### src/rtl/spi_pkg.sv
// Shared SPI definitions: FSM states, default word width and the bus mode
// agreed with the team's SPI master.
package spi_pkg;

    typedef enum logic {
        IDLE   = 1'b0,
        ACTIVE = 1'b1
    } spi_state_e;

    localparam int DEFAULT_DATA_W = 8;

    // Mode 0: CPOL=0, CPHA=0 (sample on rising sclk, shift on falling sclk).
    localparam logic [1:0] SPI_MODE = 2'd0;

endpackage

### src/rtl/spi_sync_edge.sv
// N-stage synchroniser for an asynchronous input, with a reset preset value
// and single-cycle rise/fall pulses derived from the synchronised level.
module spi_sync_edge #(
    parameter int   STAGES = 2,
    parameter logic PRESET = 1'b0
) (
    input  logic clk,
    input  logic rst,
    input  logic d_i,
    output logic level_o,
    output logic rise_o,
    output logic fall_o
);

    logic [STAGES-1:0] sync_q;
    logic              dly_q;

    always_ff @(posedge clk) begin
        if (rst) begin
            sync_q <= {STAGES{PRESET}};
            dly_q  <= PRESET;
        end else begin
            sync_q <= {sync_q[STAGES-2:0], d_i};
            dly_q  <= sync_q[STAGES-1];
        end
    end

    assign level_o = sync_q[STAGES-1];
    assign rise_o  = sync_q[STAGES-1] & ~dly_q;
    assign fall_o  = ~sync_q[STAGES-1] & dly_q;

endmodule

### src/rtl/spi_slave.sv
// SPI mode-0 target: oversamples sclk/cs_n/mosi in the clk domain, full-duplex
// MSB-first words, one-entry TX buffer and a pulsed RX word output.
module spi_slave
    import spi_pkg::*;
#(
    parameter int DATA_W      = DEFAULT_DATA_W,
    parameter int SYNC_STAGES = 2
) (
    input  logic              clk,
    input  logic              rst,
    input  logic              sclk,
    input  logic              cs_n,
    input  logic              mosi,
    output logic              miso,
    output logic              miso_oe,
    input  logic [DATA_W-1:0] tx_data,
    input  logic              tx_valid,
    output logic              tx_ready,
    output logic [DATA_W-1:0] rx_data,
    output logic              rx_valid,
    output logic              tx_underrun,
    output logic              busy
);

    localparam int CNT_W  = (DATA_W > 1) ? $clog2(DATA_W) : 1;
    localparam int FILL_W = $clog2(SYNC_STAGES + 1);
    localparam logic [CNT_W-1:0]  LAST_BIT = CNT_W'(DATA_W - 1);
    localparam logic [FILL_W-1:0] FILL_MAX = FILL_W'(SYNC_STAGES);

    logic sclk_rise, sclk_fall, sclk_lvl_unused;
    logic cs_rise, cs_fall, cs_lvl;
    logic mosi_lvl, mosi_rise_unused, mosi_fall_unused;

    spi_sync_edge #(.STAGES(SYNC_STAGES), .PRESET(1'b0)) u_sync_sclk (
        .clk     (clk),
        .rst     (rst),
        .d_i     (sclk),
        .level_o (sclk_lvl_unused),
        .rise_o  (sclk_rise),
        .fall_o  (sclk_fall)
    );

    spi_sync_edge #(.STAGES(SYNC_STAGES), .PRESET(1'b1)) u_sync_cs (
        .clk     (clk),
        .rst     (rst),
        .d_i     (cs_n),
        .level_o (cs_lvl),
        .rise_o  (cs_rise),
        .fall_o  (cs_fall)
    );

    spi_sync_edge #(.STAGES(SYNC_STAGES), .PRESET(1'b0)) u_sync_mosi (
        .clk     (clk),
        .rst     (rst),
        .d_i     (mosi),
        .level_o (mosi_lvl),
        .rise_o  (mosi_rise_unused),
        .fall_o  (mosi_fall_unused)
    );

    spi_state_e          state_q, state_d;
    logic [CNT_W-1:0]    bit_cnt_q, bit_cnt_d;
    logic                word_done_q, word_done_d;
    logic [DATA_W-1:0]   tx_shift_q, tx_shift_d;
    logic [DATA_W-2:0]   rx_shift_q, rx_shift_d;
    logic [DATA_W-1:0]   rx_data_q, rx_data_d;
    logic                rx_valid_q, rx_valid_d;
    logic                underrun_q, underrun_d;
    logic                miso_q, miso_d;
    logic                miso_oe_q, miso_oe_d;
    logic [DATA_W-1:0]   tx_buf_q, tx_buf_d;
    logic                tx_full_q, tx_full_d;
    logic                armed_q, armed_d;
    logic [FILL_W-1:0]   fill_q, fill_d;

    logic                reload;
    logic                tx_consume;
    logic                tx_load;
    logic                fill_done;
    logic [DATA_W-1:0]   rx_word;

    // The synchroniser preset reads as cs_n=1 right after reset; only a
    // cs_n=1 observed once the pipeline holds real pin samples arms the FSM,
    // so a transfer already in progress at reset release is ignored.
    assign fill_done = (fill_q == FILL_MAX);
    assign fill_d    = fill_done ? fill_q : fill_q + FILL_W'(1);
    assign armed_d   = armed_q | (fill_done & cs_lvl);

    assign rx_word = {rx_shift_q, mosi_lvl};

    always_comb begin
        state_d     = state_q;
        bit_cnt_d   = bit_cnt_q;
        word_done_d = word_done_q;
        tx_shift_d  = tx_shift_q;
        rx_shift_d  = rx_shift_q;
        rx_data_d   = rx_data_q;
        rx_valid_d  = 1'b0;
        underrun_d  = 1'b0;
        miso_oe_d   = miso_oe_q;
        reload      = 1'b0;
        tx_consume  = 1'b0;

        case (state_q)
            IDLE: begin
                miso_oe_d = 1'b0;
                if (cs_fall && armed_q) begin
                    state_d     = ACTIVE;
                    miso_oe_d   = 1'b1;
                    bit_cnt_d   = '0;
                    word_done_d = 1'b0;
                    reload      = 1'b1;
                end
            end
            ACTIVE: begin
                // Deselect has priority over any coincident sclk edge.
                if (cs_rise) begin
                    state_d     = IDLE;
                    miso_oe_d   = 1'b0;
                    bit_cnt_d   = '0;
                    word_done_d = 1'b0;
                end else if (sclk_rise) begin
                    rx_shift_d = rx_word[DATA_W-2:0];
                    if (bit_cnt_q == LAST_BIT) begin
                        rx_data_d   = rx_word;
                        rx_valid_d  = 1'b1;
                        word_done_d = 1'b1;
                        bit_cnt_d   = '0;
                    end else begin
                        bit_cnt_d = bit_cnt_q + CNT_W'(1);
                    end
                end else if (sclk_fall) begin
                    if (word_done_q) begin
                        word_done_d = 1'b0;
                        reload      = 1'b1;
                    end else begin
                        tx_shift_d = {tx_shift_q[DATA_W-2:0], 1'b0};
                    end
                end
            end
            default: state_d = IDLE;
        endcase

        if (reload) begin
            if (tx_full_q) begin
                tx_shift_d = tx_buf_q;
                tx_consume = 1'b1;
            end else begin
                tx_shift_d = '0;
                underrun_d = 1'b1;
            end
        end

        miso_d = (state_d == ACTIVE) ? tx_shift_d[DATA_W-1] : 1'b0;
    end

    assign tx_load   = tx_valid & ~tx_full_q;
    assign tx_full_d = tx_load | (tx_full_q & ~tx_consume);
    assign tx_buf_d  = tx_load ? tx_data : tx_buf_q;

    always_ff @(posedge clk) begin
        if (rst) begin
            state_q     <= IDLE;
            bit_cnt_q   <= '0;
            word_done_q <= 1'b0;
            tx_shift_q  <= '0;
            rx_shift_q  <= '0;
            rx_data_q   <= '0;
            rx_valid_q  <= 1'b0;
            underrun_q  <= 1'b0;
            miso_q      <= 1'b0;
            miso_oe_q   <= 1'b0;
            tx_buf_q    <= '0;
            tx_full_q   <= 1'b0;
            armed_q     <= 1'b0;
            fill_q      <= '0;
        end else begin
            state_q     <= state_d;
            bit_cnt_q   <= bit_cnt_d;
            word_done_q <= word_done_d;
            tx_shift_q  <= tx_shift_d;
            rx_shift_q  <= rx_shift_d;
            rx_data_q   <= rx_data_d;
            rx_valid_q  <= rx_valid_d;
            underrun_q  <= underrun_d;
            miso_q      <= miso_d;
            miso_oe_q   <= miso_oe_d;
            tx_buf_q    <= tx_buf_d;
            tx_full_q   <= tx_full_d;
            armed_q     <= armed_d;
            fill_q      <= fill_d;
        end
    end

    assign miso        = miso_q;
    assign miso_oe     = miso_oe_q;
    assign tx_ready    = ~tx_full_q;
    assign rx_data     = rx_data_q;
    assign rx_valid    = rx_valid_q;
    assign tx_underrun = underrun_q;
    assign busy        = (state_q == ACTIVE);

endmodule
### config.mk
export PLATFORM = sky130hd
export DESIGN_NAME = spi_slave
export DESIGN_NICKNAME = d
export VERILOG_FILES = /design/src/rtl/spi_pkg.sv /design/src/rtl/spi_sync_edge.sv /design/src/rtl/spi_slave.sv
export SDC_FILE = /design/constraint.sdc
export NUM_CORES = 1
export LEC_CHECK = 0
export CAP_MARGIN = 20
export CELL_PAD_IN_SITES_DETAIL_PLACEMENT = 0
export CELL_PAD_IN_SITES_GLOBAL_PLACEMENT = 1
export CORE_MARGIN = 2
export CORE_UTILIZATION = 37
export DETAILED_ROUTE_END_ITERATION = 12
export GPL_TIMING_DRIVEN = 0
export PLACE_DENSITY = 0.83
export REMOVE_ABC_BUFFERS = 1
export SKIP_LAST_GASP = 1
export SLEW_MARGIN = 15
export SYNTH_ARGS = -nofsm -noshare
export SYNTH_HDL_FRONTEND = slang
export SYNTH_HIERARCHICAL = 1
export SYNTH_SLANG_ARGS = --single-unit
### constraint.sdc
create_clock -name clk -period 1.61 [get_ports clk]
set_input_delay 0.4025 -clock clk [delete_from_list [all_inputs] [get_ports clk]]
set_output_delay 0.4025 -clock clk [all_outputs]
set_load 0.1 [all_outputs]
# Word level (Yosys, flattened, before mapping)
# Cells that the tools add are included.
# word_totals
reg_bits	52
out_inout_bits	14
elab_cells	95
inputBits	14
# classes
bitwise	20
n_addsub	2
reduce_logical	11
mux	32
eq_ne	10
# ops
operator	count
2-to-1 mux 8 bit	7
2-to-1 mux 1 bit	16
2-to-1 mux 3 bit	4
inverter 1 bit	11
case mux 1 bit (2 select lines)	4
AND 1 bit	7
inequality test 2 x 1 -> 1 bit (second input constant)	3
case mux 3 bit (2 select lines)	1
AND reduction 3 bit	2
AND reduction 5 bit	1
inequality test 2 bit (second input constant)	2
inequality test 4 x 3 -> 1 bit (second input constant)	1
inequality test 4 bit (second input constant)	1
AND reduction 4 bit	1
nonzero test 2 bit	2
OR reduction 2 bit	2
OR reduction 4 bit	1
adder 3 x 1 -> 3 bit (second input constant)	1
equality test 3 bit (second input constant)	1
inequality test 3 bit (second input constant)	1
adder 2 x 1 -> 2 bit (second input constant)	1
equality test 2 bit (second input constant)	1
bitwise OR 1 bit	2
AND reduction 2 bit	1
logical AND 1 bit	1

# Longest topological paths before layout
# logic_depth
ltp_word	10
mapped_depth	6
ltp_nobuf	5

# Modules after synthesis
# The synthesis kept the hierarchy.
# by_module_without_submodules
module	cells_per_inst	seq_area_each_um2	instances	area_each_um2
spi_slave	194	880.8	1	1739.2
spi_sync_edge at u_sync_mosi ...	8	60.1	2	91.3
spi_sync_edge at u_sync_cs	8	60.1	1	92.6

# Least setup slack after synthesis
# No wires, ideal clock.
# synth_timing
path_kind	flip-flop to flip-flop
from	register state_q (netlist: busy)
to	register word_done_q
n_path_buf	1
setup_ps	134
required_ps	1476
arrival_time_ps	1930
period_less_slack_ps	2064
slack_ps	-454
stages_incl_launch_ff	5
path_cell_list	dfxtp_1 -> buf_4 -> or4b_1 -> a31oi_1 -> a311oi_1
# synth_via
elab_chain_cells	3
word_cells_on_any_way	6
cone_classes	eq/ne: 3; mux: 1; bitwise: 1; reduce/logical: 1
# synth_lines
element	line	source
from (decl)	spi_slave.sv:61	spi_state_e state_q, state_d;
from (signal assigned)	spi_slave.sv:178	state_q <= state_d;
inverter 1 bit	n/a	
inequality test 2 bit (no source line)	n/a	
AND reduction 3 bit (no source line)	n/a	
to (signal assigned)	spi_slave.sv:180	word_done_q <= word_done_d;
to (decl)	spi_slave.sv:63	logic word_done_q, word_done_d;
# Parallel ways exist; a longest one is shown, timed or not.
# A chain may end at the register's enable or synchronous reset.

# Final worst setup path
# layout_timing
from	register rx_data_q[5] (netlist: rx_data[5])
to	output rx_data[5]
# layout_rtl
element	line	source
from (decl)	spi_slave.sv:66	logic [DATA_W-1:0] rx_data_q, rx_data_d;
from (signal assigned)	spi_slave.sv:183	rx_data_q <= rx_data_d;
to (decl)	spi_slave.sv:19	output logic [DATA_W-1:0] rx_data,
# No word-level cell between the ends.

==> results.md <==
- The run finished with clean final reports.
- In this run, CTS created clock tree buffers numbering 5.
- The worst setup path startpoint is rx_data[5].
- By startpoint and endpoint, the worst setup path is classified as reg -> out.
- CTS built an H-tree with a depth of 2.
- The first global-routing pass estimated 5890 microns of wire.
- The final net count is 258.
- The routability-driven placement congestion ratio is 0.721.
- Dividing total power by cell area gives a power density of 1010 nW/um^2.
- The initial utilization of the core area, before any placement, comes to 0.384.
- Once placement finished, the instance area stood at 2300 sq um.
- The ratio of final minimum period to clock period is 0.979.
- STA classifies the critical path startpoint as a flop.
- Setup repair after global routing left no endpoint under its margin.
- Across every metal layer, demand over resource in global routing totals 0.122.
- The routed design has 3430 microns of wire.
- At the worst endpoint, the arrival time is 1.17 ns.
- For this design the static power due to leakage is 0.935 nW.
- The clock reaches the later pin of the worst-skew pair after 0.30 ns.
- A synthesized cell averages 9.23 sq um.
- The relative slew slack is 0.640.
- The region available for standard cell placement spans 5140 sq um.
- In the final timing run, aggregate negative setup slack is 0 ns.
- The floorplan step set the die height to 77.1 microns.
- The vias after detailed routing is 1507.
- The repair_antennas step left the layout with diodes totalling 0.
- The final global-route overflow total is 0.
- Fill cells in the final layout number 564.
- After detailed routing, the number of vias per cell comes to 4.85.
- During placement, the flow inserted port buffers numbering 27.
- The cell area after synthesis is 1980 sq um.
- The final count of negative-setup-slack endpoints is 0.
- The minimum clock period is 1.58 ns.
- The clock passes through at most 2 buffers.
- TritonCTS built the clock tree.
- The via count of the first global-routing pass is 1352.
- Detailed placement finished with a half-perimeter wire length of 2350 microns.
- The first TritonRoute pass finished after 4 iterations.
- The final hold violation count was 0.
- The remaining routing DRC violations is 0.
- Traced cell by cell, the critical path runs through clkdlybuf4s18_2.
- In the final routed layout, each cell accounts on average for 11.0 microns.
- Derived from the worst setup path, the maximum achievable clock frequency is 0.635 GHz.
- The maximum fanout count along the critical path is 2.
- The number of sinks on the clock net is 52.
- The worst min-delay path startpoint is u_sync_cs/sync_q[0].
- Compared with the post-synthesis result, the final layout area differs by 21.6%.
- The worst slack on hold paths is 0.408 ns.
- Together, buffers and inverters on the worst path number 1.
- The slew at the pin with the worst max-slew slack is 0.543 ns.
- The peak supply drop is 0.549 mV.
- The data required time of the critical path is 1.21 ns.
- The number of max-slew violations in the final report is 0.
- Synthesis produced a netlist whose cell count is 214.
- The die area is 5940 sq um.
- The finished layout cell area is 2400 sq um.
- The multi-input combinational cells in the finished layout cover a total of 893 sq um.
- The initial antenna violation count is 0.
- The number of nets with antenna violations after detailed routing is 0.
- Across the whole layout, storage elements account for 1040 sq um.
- The startpoint of the most critical register-to-register path is u_sync_cs/sync_q[1].
- In the final layout, the share of cells above drive strength 1 is 0.145.
- The initialized floorplan defines 26 standard-cell rows.
- Hold repair after CTS inserted 0 buffers.
- Clock-pin slew was measured on the worst setup and hold paths at 0.09 ns.
- The worst clock skew on the final layout is 0.00776 ns.
- The maximum number of pins on one net before global-route repair is 26.
- CTS placed an instance of clkbuf_8 at the clock tree root.
- For this design, the slowest cell found on the critical path is clkdlybuf4s18_2.
- 28 I/O pins were placed.
- The count of max-cap constraint violations is 0.
- The worst setup path is captured at an output pin.
- The min-delay analysis places its worst path in the category reg -> reg.
- The largest delay contributor family on the critical path is buffers and inverters.
- The floorplan step set the die width to 77.1 microns.
- The largest stage delay on the critical path is 0.54 ns.
- After the first detailed-routing iteration, the DRC count stood at 104.
- The number of synthesis warnings is 6.
## report_power, final
part | leakage (nW) | internal (W) | switching (W)
clock network | 0.0503 | 0.000383 | 0.000395
registers | 0.423 | 0.00135 | 0.0000422
logic | 0.462 | 0.000119 | 0.000153
total | 0.935 | 0.00185 | 0.000590
## final cells by class
type / instances / area share
flip-flops and latches: 52 / 0.434
multi-input cells: 149 / 0.372
repair buffers: 31 / 0.115
clock buffers: 7 / 0.0401
well taps: 70 / 0.0365
inverters: 2 / 0.00313
## path summary, 6_finish.rpt
path	to	depth (start not counted)	slack [ns]
max reg2reg	tx_shift_q[1]	4	0.11
max	rx_data[5]	1	0.03
min	u_sync_cs/sync_q[1]	1	0.41
min reg2reg	u_sync_cs/sync_q[1]	1	0.41
## per-layer routing
layer / wire length [microns] / global-route usage
met4: 78 / 0.0643
met1: 1720 / 0.157
met5: 0 / 0
met3: 109 / 0.0329
met2: 1520 / 0.185
## metrics by stage
stage | util | power, W | worst slack [ns] | cells
CTS | 0.470 | 0.00246 | -0.184 | 308
global route | 0.467 | 0.00255 | 0.00444 | 311
detailed placement | 0.448 | 0.00169 | -0.556 | 301
global placement | 0.443 | 0.00167 | -1.45 | 300
floorplan | - | 0.00159 | -0.488 | 203
finish | 0.467 | 0.00244 | 0.0343 | 311
## cells in the final DEF, fill, tap and decap left out, types with 3 or more instances in the layout
cell type / count
dfxtp_1: 51
nand2_1: 48
a21oi_1: 33
clkdlybuf4s50_1: 12
buf_2: 8
nor2b_1: 7
nor2_1: 7
clkbuf_8: 7
and3_1: 6
a221o_1: 6
o21ai_0: 4
buf_4: 4
nand2b_1: 3
and3b_1: 3
ha_1: 3
or2_1: 3
## flip-flops by register name, summed over array words and instances (netlist names)
register,cells
rx_data,8
tx_buf_q,8
tx_shift_q,8
rx_shift_q,7
bit_cnt_q,3
fill_q,2
u_sync_cs/sync_q,2
u_sync_mosi/sync_q,2
u_sync_sclk/sync_q,2
armed_q,1
busy,1
miso,1
miso_oe,1
rx_valid,1
tx_full_q,1
tx_underrun,1
u_sync_cs/dly_q,1
u_sync_sclk/dly_q,1
word_done_q,1
## timing repair
action                                  CTS  global route
endpoints found under the setup margin   23            26
hold endpoints to repair                  0             0
resized for setup                        54            20
buffers inserted                          0             3
cloned                                    0             0
(Power assumes the default switching activity.)
